`config.mk`:
```
export PLATFORM = sky130hd
export DESIGN_NAME = pc_fetch_queue_flat
export DESIGN_NICKNAME = d
export VERILOG_FILES = /design/src/rtl/pc_fetch_pkg.sv /design/src/rtl/pc_fetch_queue_if.sv /design/src/rtl/fetch_fifo.sv /design/src/rtl/pc_fetch_queue.sv /design/src/flat_wrapper.sv
export SDC_FILE = /design/constraint.sdc
export NUM_CORES = 1
export LEC_CHECK = 0
export CAP_MARGIN = 20
export CELL_PAD_IN_SITES_DETAIL_PLACEMENT = 1
export CELL_PAD_IN_SITES_GLOBAL_PLACEMENT = 2
export CORE_MARGIN = 1.5
export CORE_UTILIZATION = 42
export CTS_CLUSTER_DIAMETER = 80
export DETAILED_ROUTE_END_ITERATION = 6
export PLACE_DENSITY_LB_ADDON = 0.12
export SLEW_MARGIN = 40
export SYNTH_ARGS = -nofsm -noshare
export SYNTH_HDL_FRONTEND = slang
export SYNTH_HIERARCHICAL = 1
export SYNTH_SLANG_ARGS = --single-unit
```
`constraint.sdc`:
```
create_clock -name clk -period 3.53 [get_ports clk]
set_input_delay 0.706 -clock clk [delete_from_list [all_inputs] [get_ports clk]]
set_output_delay 0.706 -clock clk [all_outputs]
set_load 0.02 [all_outputs]
```
`src/rtl/pc_fetch_pkg.sv`:
```
// Shared types and constants for the pc_fetch_queue fetch stage.
package pc_fetch_pkg;

  localparam logic [31:0] RESET_PC_DEFAULT = 32'h0000_0000;

  typedef enum logic [0:0] {
    FETCH = 1'b0,
    DRAIN = 1'b1
  } fetch_state_e;

  typedef struct packed {
    logic [31:0] pc;
    logic [31:0] data;
  } fetch_entry_t;

  // Sequential instruction address, wrapping modulo 2^32.
  function automatic logic [31:0] next_pc(input logic [31:0] addr);
    return addr + 32'd4;
  endfunction

endpackage

```
`src/rtl/pc_fetch_queue_if.sv`:
```
// Instruction-memory request/response bus and decoded-instruction output handshake.
interface pc_fetch_queue_if;

  logic        imem_req;
  logic [31:0] imem_addr;
  logic        imem_gnt;
  logic        imem_rvalid;
  logic [31:0] imem_rdata;
  logic        inst_valid;
  logic [31:0] inst_pc;
  logic [31:0] inst_data;
  logic        inst_ready;

  modport master (
    output imem_req, imem_addr, inst_valid, inst_pc, inst_data,
    input  imem_gnt, imem_rvalid, imem_rdata, inst_ready
  );

  modport slave (
    input  imem_req, imem_addr, inst_valid, inst_pc, inst_data,
    output imem_gnt, imem_rvalid, imem_rdata, inst_ready
  );

endinterface

```
`src/rtl/fetch_fifo.sv`:
```
// In-order queue of fetched {pc, data} entries with flush and occupancy count.
module fetch_fifo
  import pc_fetch_pkg::*;
#(
  parameter int DEPTH = 4,
  localparam int AW = $clog2(DEPTH),
  localparam int CW = $clog2(DEPTH) + 1
) (
  input  logic          clk,
  input  logic          rst_n,
  input  logic          flush,
  input  logic          push,
  input  logic          pop,
  input  fetch_entry_t  wr_entry,
  output fetch_entry_t  rd_entry,
  output logic [CW-1:0] count
);

  fetch_entry_t  mem_r [DEPTH];
  logic [AW-1:0] wr_ptr_r;
  logic [AW-1:0] rd_ptr_r;
  logic [CW-1:0] count_r;

  // Storage, pointers and occupancy; the array is cleared so the head reads zero out of reset.
  always_ff @(posedge clk or negedge rst_n) begin
    if (!rst_n) begin
      for (int i = 0; i < DEPTH; i++) begin
        mem_r[i] <= '0;
      end
      wr_ptr_r <= {AW{1'b0}};
      rd_ptr_r <= {AW{1'b0}};
      count_r  <= {CW{1'b0}};
    end else if (flush) begin
      wr_ptr_r <= {AW{1'b0}};
      rd_ptr_r <= {AW{1'b0}};
      count_r  <= {CW{1'b0}};
    end else begin
      if (push) begin
        mem_r[wr_ptr_r] <= wr_entry;
        wr_ptr_r        <= wr_ptr_r + AW'(1'b1);
      end
      if (pop) begin
        rd_ptr_r <= rd_ptr_r + AW'(1'b1);
      end
      case ({push, pop})
        2'b10:   count_r <= count_r + CW'(1'b1);
        2'b01:   count_r <= count_r - CW'(1'b1);
        default: count_r <= count_r;
      endcase
    end
  end

  assign rd_entry = mem_r[rd_ptr_r];
  assign count    = count_r;

endmodule

```
`src/rtl/pc_fetch_queue.sv`:
```
// Fetch stage: pipelined instruction-memory requests, in-order return queue, redirect flush.
// Define FETCH_ALIGN_CHK_EN to flag misaligned redirect targets on fetch_err.
module pc_fetch_queue
  import pc_fetch_pkg::*;
#(
  parameter int          DEPTH    = 4,
  parameter logic [31:0] RESET_PC = RESET_PC_DEFAULT
) (
  input  logic             clk,
  input  logic             rst_n,
  input  logic [31:0]      pc_in,
  input  logic             redirect,
  pc_fetch_queue_if.master bus,
  output logic             fetch_err
);

  localparam int CW = $clog2(DEPTH) + 1;
  localparam int SW = CW + 1;

  fetch_state_e  state_r, state_nxt_s;
  logic [31:0]   fetch_addr_r, fetch_addr_nxt_s;
  logic [31:0]   resp_pc_r, resp_pc_nxt_s;
  logic [31:0]   target_s;
  logic [CW-1:0] occ_s, occ_nxt_s;
  logic [CW-1:0] outst_r, outst_nxt_s;
  logic [CW-1:0] kill_r, kill_nxt_s;
  logic          req_r, req_nxt_s;
  logic          valid_r;
  logic          err_r, err_nxt_s;
  logic          grant_s, push_s, pop_s;
  fetch_entry_t  wr_entry_s, head_s;

  assign grant_s    = req_r & bus.imem_gnt;
  assign push_s     = (state_r == FETCH) & bus.imem_rvalid & ~redirect;
  assign pop_s      = valid_r & bus.inst_ready & ~redirect;
  assign wr_entry_s = {resp_pc_r, bus.imem_rdata};
  assign target_s   = {pc_in[31:2], 2'b00};

`ifdef FETCH_ALIGN_CHK_EN
  assign err_nxt_s = redirect ? (pc_in[1:0] != 2'b00) : err_r;
`else
  logic unused_lsb_s;
  assign unused_lsb_s = ^pc_in[1:0];
  assign err_nxt_s    = 1'b0;
`endif

  fetch_fifo #(.DEPTH(DEPTH)) u_fifo (
    .clk      (clk),
    .rst_n    (rst_n),
    .flush    (redirect),
    .push     (push_s),
    .pop      (pop_s),
    .wr_entry (wr_entry_s),
    .rd_entry (head_s),
    .count    (occ_s)
  );

  // Next occupancy, in-flight and kill counts; kill covers everything still in flight after a redirect.
  always_comb begin
    occ_nxt_s = occ_s;
    if (redirect) begin
      occ_nxt_s = {CW{1'b0}};
    end else if (push_s && !pop_s) begin
      occ_nxt_s = occ_s + CW'(1'b1);
    end else if (pop_s && !push_s) begin
      occ_nxt_s = occ_s - CW'(1'b1);
    end else begin
      occ_nxt_s = occ_s;
    end

    case ({grant_s, bus.imem_rvalid})
      2'b10:   outst_nxt_s = outst_r + CW'(1'b1);
      2'b01:   outst_nxt_s = outst_r - CW'(1'b1);
      default: outst_nxt_s = outst_r;
    endcase

    kill_nxt_s = kill_r;
    if (redirect) begin
      kill_nxt_s = outst_nxt_s;
    end else if ((state_r == DRAIN) && bus.imem_rvalid && (kill_r != {CW{1'b0}})) begin
      kill_nxt_s = kill_r - CW'(1'b1);
    end else begin
      kill_nxt_s = kill_r;
    end
  end

  // FSM transition, address updates and the credit check for the next request.
  always_comb begin
    state_nxt_s = state_r;
    if (redirect) begin
      state_nxt_s = (kill_nxt_s != {CW{1'b0}}) ? DRAIN : FETCH;
    end else begin
      case (state_r)
        FETCH:   state_nxt_s = FETCH;
        DRAIN:   state_nxt_s = (kill_nxt_s == {CW{1'b0}}) ? FETCH : DRAIN;
        default: state_nxt_s = FETCH;
      endcase
    end

    fetch_addr_nxt_s = fetch_addr_r;
    if (redirect) begin
      fetch_addr_nxt_s = target_s;
    end else if (grant_s) begin
      fetch_addr_nxt_s = next_pc(fetch_addr_r);
    end else begin
      fetch_addr_nxt_s = fetch_addr_r;
    end

    resp_pc_nxt_s = resp_pc_r;
    if (redirect) begin
      resp_pc_nxt_s = target_s;
    end else if (push_s) begin
      resp_pc_nxt_s = next_pc(resp_pc_r);
    end else begin
      resp_pc_nxt_s = resp_pc_r;
    end

    req_nxt_s = (state_nxt_s == FETCH) && !err_nxt_s &&
                (({1'b0, occ_nxt_s} + {1'b0, outst_nxt_s}) < SW'(DEPTH));
  end

  // Control state and registered handshake outputs.
  always_ff @(posedge clk or negedge rst_n) begin
    if (!rst_n) begin
      state_r      <= FETCH;
      fetch_addr_r <= RESET_PC;
      resp_pc_r    <= RESET_PC;
      outst_r      <= {CW{1'b0}};
      kill_r       <= {CW{1'b0}};
      req_r        <= 1'b0;
      valid_r      <= 1'b0;
      err_r        <= 1'b0;
    end else begin
      state_r      <= state_nxt_s;
      fetch_addr_r <= fetch_addr_nxt_s;
      resp_pc_r    <= resp_pc_nxt_s;
      outst_r      <= outst_nxt_s;
      kill_r       <= kill_nxt_s;
      req_r        <= req_nxt_s;
      valid_r      <= (occ_nxt_s != {CW{1'b0}});
      err_r        <= err_nxt_s;
    end
  end

  assign bus.imem_req   = req_r;
  assign bus.imem_addr  = fetch_addr_r;
  assign bus.inst_valid = valid_r;
  assign bus.inst_pc    = head_s.pc;
  assign bus.inst_data  = head_s.data;
  assign fetch_err      = err_r;

endmodule

```
`src/flat_wrapper.sv`:
```
// flat-port wrapper written by rule: the top's interface ports become plain ports
module pc_fetch_queue_flat import pc_fetch_pkg::*;
#(
  parameter int          DEPTH    = 4,
  parameter logic [31:0] RESET_PC = RESET_PC_DEFAULT
)
  (clk, rst_n, pc_in, redirect, fetch_err, bus_imem_req, bus_imem_addr, bus_inst_valid, bus_inst_pc, bus_inst_data, bus_imem_gnt, bus_imem_rvalid, bus_imem_rdata, bus_inst_ready);
  pc_fetch_queue_if bus_i ();
  input  logic clk;
  input  logic rst_n;
  input  logic [31:0] pc_in;
  input  logic redirect;
  output logic fetch_err;
  output wire logic [$bits(bus_i.imem_req)-1:0] bus_imem_req;
  output wire logic [$bits(bus_i.imem_addr)-1:0] bus_imem_addr;
  output wire logic [$bits(bus_i.inst_valid)-1:0] bus_inst_valid;
  output wire logic [$bits(bus_i.inst_pc)-1:0] bus_inst_pc;
  output wire logic [$bits(bus_i.inst_data)-1:0] bus_inst_data;
  input wire logic [$bits(bus_i.imem_gnt)-1:0] bus_imem_gnt;
  input wire logic [$bits(bus_i.imem_rvalid)-1:0] bus_imem_rvalid;
  input wire logic [$bits(bus_i.imem_rdata)-1:0] bus_imem_rdata;
  input wire logic [$bits(bus_i.inst_ready)-1:0] bus_inst_ready;
  assign bus_imem_req = bus_i.imem_req;
  assign bus_imem_addr = bus_i.imem_addr;
  assign bus_inst_valid = bus_i.inst_valid;
  assign bus_inst_pc = bus_i.inst_pc;
  assign bus_inst_data = bus_i.inst_data;
  assign bus_i.imem_gnt = bus_imem_gnt;
  assign bus_i.imem_rvalid = bus_imem_rvalid;
  assign bus_i.imem_rdata = bus_imem_rdata;
  assign bus_i.inst_ready = bus_inst_ready;
  pc_fetch_queue #(.DEPTH(DEPTH), .RESET_PC(RESET_PC)) u_core (.clk(clk), .rst_n(rst_n), .pc_in(pc_in), .redirect(redirect), .bus(bus_i), .fetch_err(fetch_err));
endmodule
```
==> impl_metrics.env <==
export IMPL_first_pass_iters=4
export IMPL_cap_violations=0
export IMPL_routedWlPerCell_um=21.69
export IMPL_drtIter0Drc=334
export IMPL_cts_sinks=332
export IMPL_dieArea_um2=41350
export IMPL_port_buffers=163
export IMPL_drive_gt1_share_pct=37.87
export IMPL_track_usage_pct=19.62
export IMPL_period_needed_ns=3.375
export IMPL_grt_start_max_net_pins=75
export IMPL_num_vias=9477
export IMPL_core_area_um2=39640
export IMPL_htree_levels=2
export IMPL_fin_skew_ns=0.008490
export IMPL_path_max_fanout=26
export IMPL_powerDensity_nw_per_um2=699.0
export IMPL_grt_pass1_wl_mm=63.13
export IMPL_hold_violations=0
export IMPL_overflow=0
export IMPL_synth_area_um2=16860
export IMPL_antenna_found_initial=0
export IMPL_final_setup_tns_ns=0
export IMPL_clk_pin_slew_ns=0.06
export IMPL_place_inst=1730
export IMPL_clockBufferDepth=3
export IMPL_postRouteAntennaNets=0
export IMPL_post_cts_setup_buffers=0
export IMPL_path_cells="buf_12 -> mux4_2 -> clkdlybuf4s50_1"
export IMPL_synth_fa_ha_area_share_pct=1.202
export IMPL_root_buffer="clkbuf_16"
export IMPL_ys_warnings_count=6
export IMPL_asyncSetResetFlopFracSynth_pct=100.0
export IMPL_synth_avg_cell_area_um2=16.02
export IMPL_hp_class="primary input to async pin"
export IMPL_die_w_um=203.3
export IMPL_grt_pass1_vias=10731
export IMPL_fill_cells=3861
export IMPL_multi_input_area_um2=7859
export IMPL_cts_hold_buffers_added=0
export IMPL_synthSimpleGateAreaFrac_pct=6.205
export IMPL_synth_top_family_by_area="multiplexers"
export IMPL_slowest_delay_ns=0.65
export IMPL_ys_seq_elements=332
export IMPL_synth_xor_area_share_pct=3.533
export IMPL_place_gp_congestion=0.7603
export IMPL_cp_start_kind="flip-flop"
export IMPL_tritoncts="done"
export IMPL_fin_crit_sh_pct=95.60
export IMPL_synth_flop_cell="dfrtp_1"
export IMPL_regArea_um2=8315
export IMPL_power_leakage_nw=9.558
export IMPL_post_cts_resized=0
export IMPL_slew_headroom_pct=57.49
export IMPL_tightest_slew_ns=0.6376
export IMPL_initial_core_util_pct=42.52
export IMPL_clock_latency_ns=0.55
export IMPL_area_growth_pct=20.83
export IMPL_required_ns=2.82
export IMPL_cts_buffers_inserted=40
export IMPL_ys_seq_area_share_pct=49.29
export IMPL_status="finished clean"
export IMPL_rows=73
export IMPL_setup_viol=0
export IMPL_synth_compound_area_share_pct=1.099
export IMPL_critPathKind="flip-flop to output pin"
export IMPL_synthMuxAreaShare_pct=34.29
export IMPL_rsz0062_at_grt="no"
export IMPL_critPathSlowestCell="dfrtp_4"
export IMPL_utilization_pct=51.38
export IMPL_power_mw=14.24
export IMPL_synth_cell_types=49
export IMPL_fin_cells=1804
export IMPL_worstPathArrival_ns=2.67
export IMPL_maxSlewViolCount=0
export IMPL_ios=169
export IMPL_endpoint_kind="output pin"
export IMPL_synth_edf_count=0
export IMPL_syn_instance_count=1052
export IMPL_nets=1332
export IMPL_fmax_ghz=0.2963
export IMPL_dpl_hpwl_mm=25.49
export IMPL_via_per_inst=5.253
export IMPL_irDropWorstVdd_v=0.0002956
export IMPL_die_h_um=203.3
export IMPL_drt_total_wl_mm=39.13
export IMPL_drc=0
## flip-flops by register name, summed over array words and instances, names as in the netlist, 2 cells and up
| register | flops |
|---|---|
| u_core/bus.imem_addr | 30 |
| u_core/kill_r | 3 |
| u_core/outst_r | 3 |
| u_core/resp_pc_r | 30 |
| u_core/u_fifo/count | 3 |
| u_core/u_fifo/mem_r | 256 |
| u_core/u_fifo/rd_ptr_r | 2 |
| u_core/u_fifo/wr_ptr_r | 2 |
## cells in the final DEF, fill, tap and decap left out, types with 6 or more instances in the layout
cell and count:
conb_1 11, xnor2_1 48, o21ai_0 8, xor2_1 20, nand4_1 20, nor4_1 6
clkbuf_8 8, clkinv_2 7, mux4_2 64, nor2_1 20, and3_1 9, clkbuf_16 41
bufinv_16 6, buf_4 22, nor3_1 8, mux2_2 59, clkdlybuf4s50_1 161, ha_1 13
dfrtp_1 330, buf_12 13, inv_1 18, mux2_4 240, a21oi_1 8, clkbuf_1 9
nand3_1 33, mux2i_1 7, nand2_1 28
## cell usage after synthesis (19+ instances only)
library cell	count	area [um2]
nor2_1	20	75.07
nand4_1	20	125.1
buf_12	25	500.5
xnor2_1	48	420.4
nand2_1	28	105.1
mux2_4	240	3603
nand3_1	33	165.2
xor2_1	20	175.2
mux2_2	59	664.4
dfrtp_1	332	8308
inv_1	19	71.32
mux4_2	64	1441
## area by class of cell
type,instances,area share (%)
clock buffers,58,5.744
repair buffers,198,10.10
inverters,19,0.3625
well taps,525,3.225
flip-flops and latches,332,40.83
diodes,1,0.01229
clock inverters,15,1.143
multi-input cells,656,38.59
## worst paths after layout
kind                                                 from                  endpoint  slack [ns]  cells after the start
worst max-delay path            u_core/u_fifo/rd_ptr_r[0]           bus_inst_pc[30]        0.16                      3
worst min-delay path                                rst_n  u_core/u_fifo/mem_r[154]        0.13                      1
worst max register to register        u_core/bus.imem_req       u_core/bus.imem_req        0.89                     10
worst min register to register   u_core/u_fifo/mem_r[116]  u_core/u_fifo/mem_r[116]        0.50                      1
max in group asynchronous                           rst_n    u_core/u_fifo/mem_r[5]        2.52                      2
min in group clk                 u_core/u_fifo/mem_r[116]  u_core/u_fifo/mem_r[116]        0.50                      1
## cell families (layout without fill, tap and decap cells)
kind of cell / after synthesis / count (layout)
flops: 332 / 332
fa+ha+maj: 15 / 15
xor+xnor: 68 / 68
simple gates: 162 / 162
buf+inv: 74 / 290
compound gates: 30 / 30
other cells: 1 / 12
mux: 370 / 370
## routing by layer
metal	vias to the layer above	share of wire, %	track usage, %
met3	43	3.4	2.972
met5	-	0	0
met2	167	47	31.37
met1	5040	48	27.82
li1	4227	-	-
met4	0	1.9	5.450
## report_power, final
group          switching [mW]  internal, mW  total (mW)
combinational            1.80          2.65        4.45
sequential              0.685          4.71        5.40
clock                    1.65          2.74        4.39
total                    4.13          10.1        14.2
## critical path: cells and delay by family (launching register included)
kind                   cells  cell delay [ns]
muxes                      1             0.56
DFF                        1             0.65
buffers and inverters      2             0.90
## through the flow
stage	setup WS [ns]	instance area [um2]	hold WS, ns
global placement	0.2458	18950	0.4826
finish	0.1553	20370	0.1332
CTS	0.08391	20360	0.1343
detailed placement	0.2444	18960	0.4899
global route	0.03178	20360	0.1588
floorplan	0.8216	16890	0.4104
(Power assumes the default switching activity.)
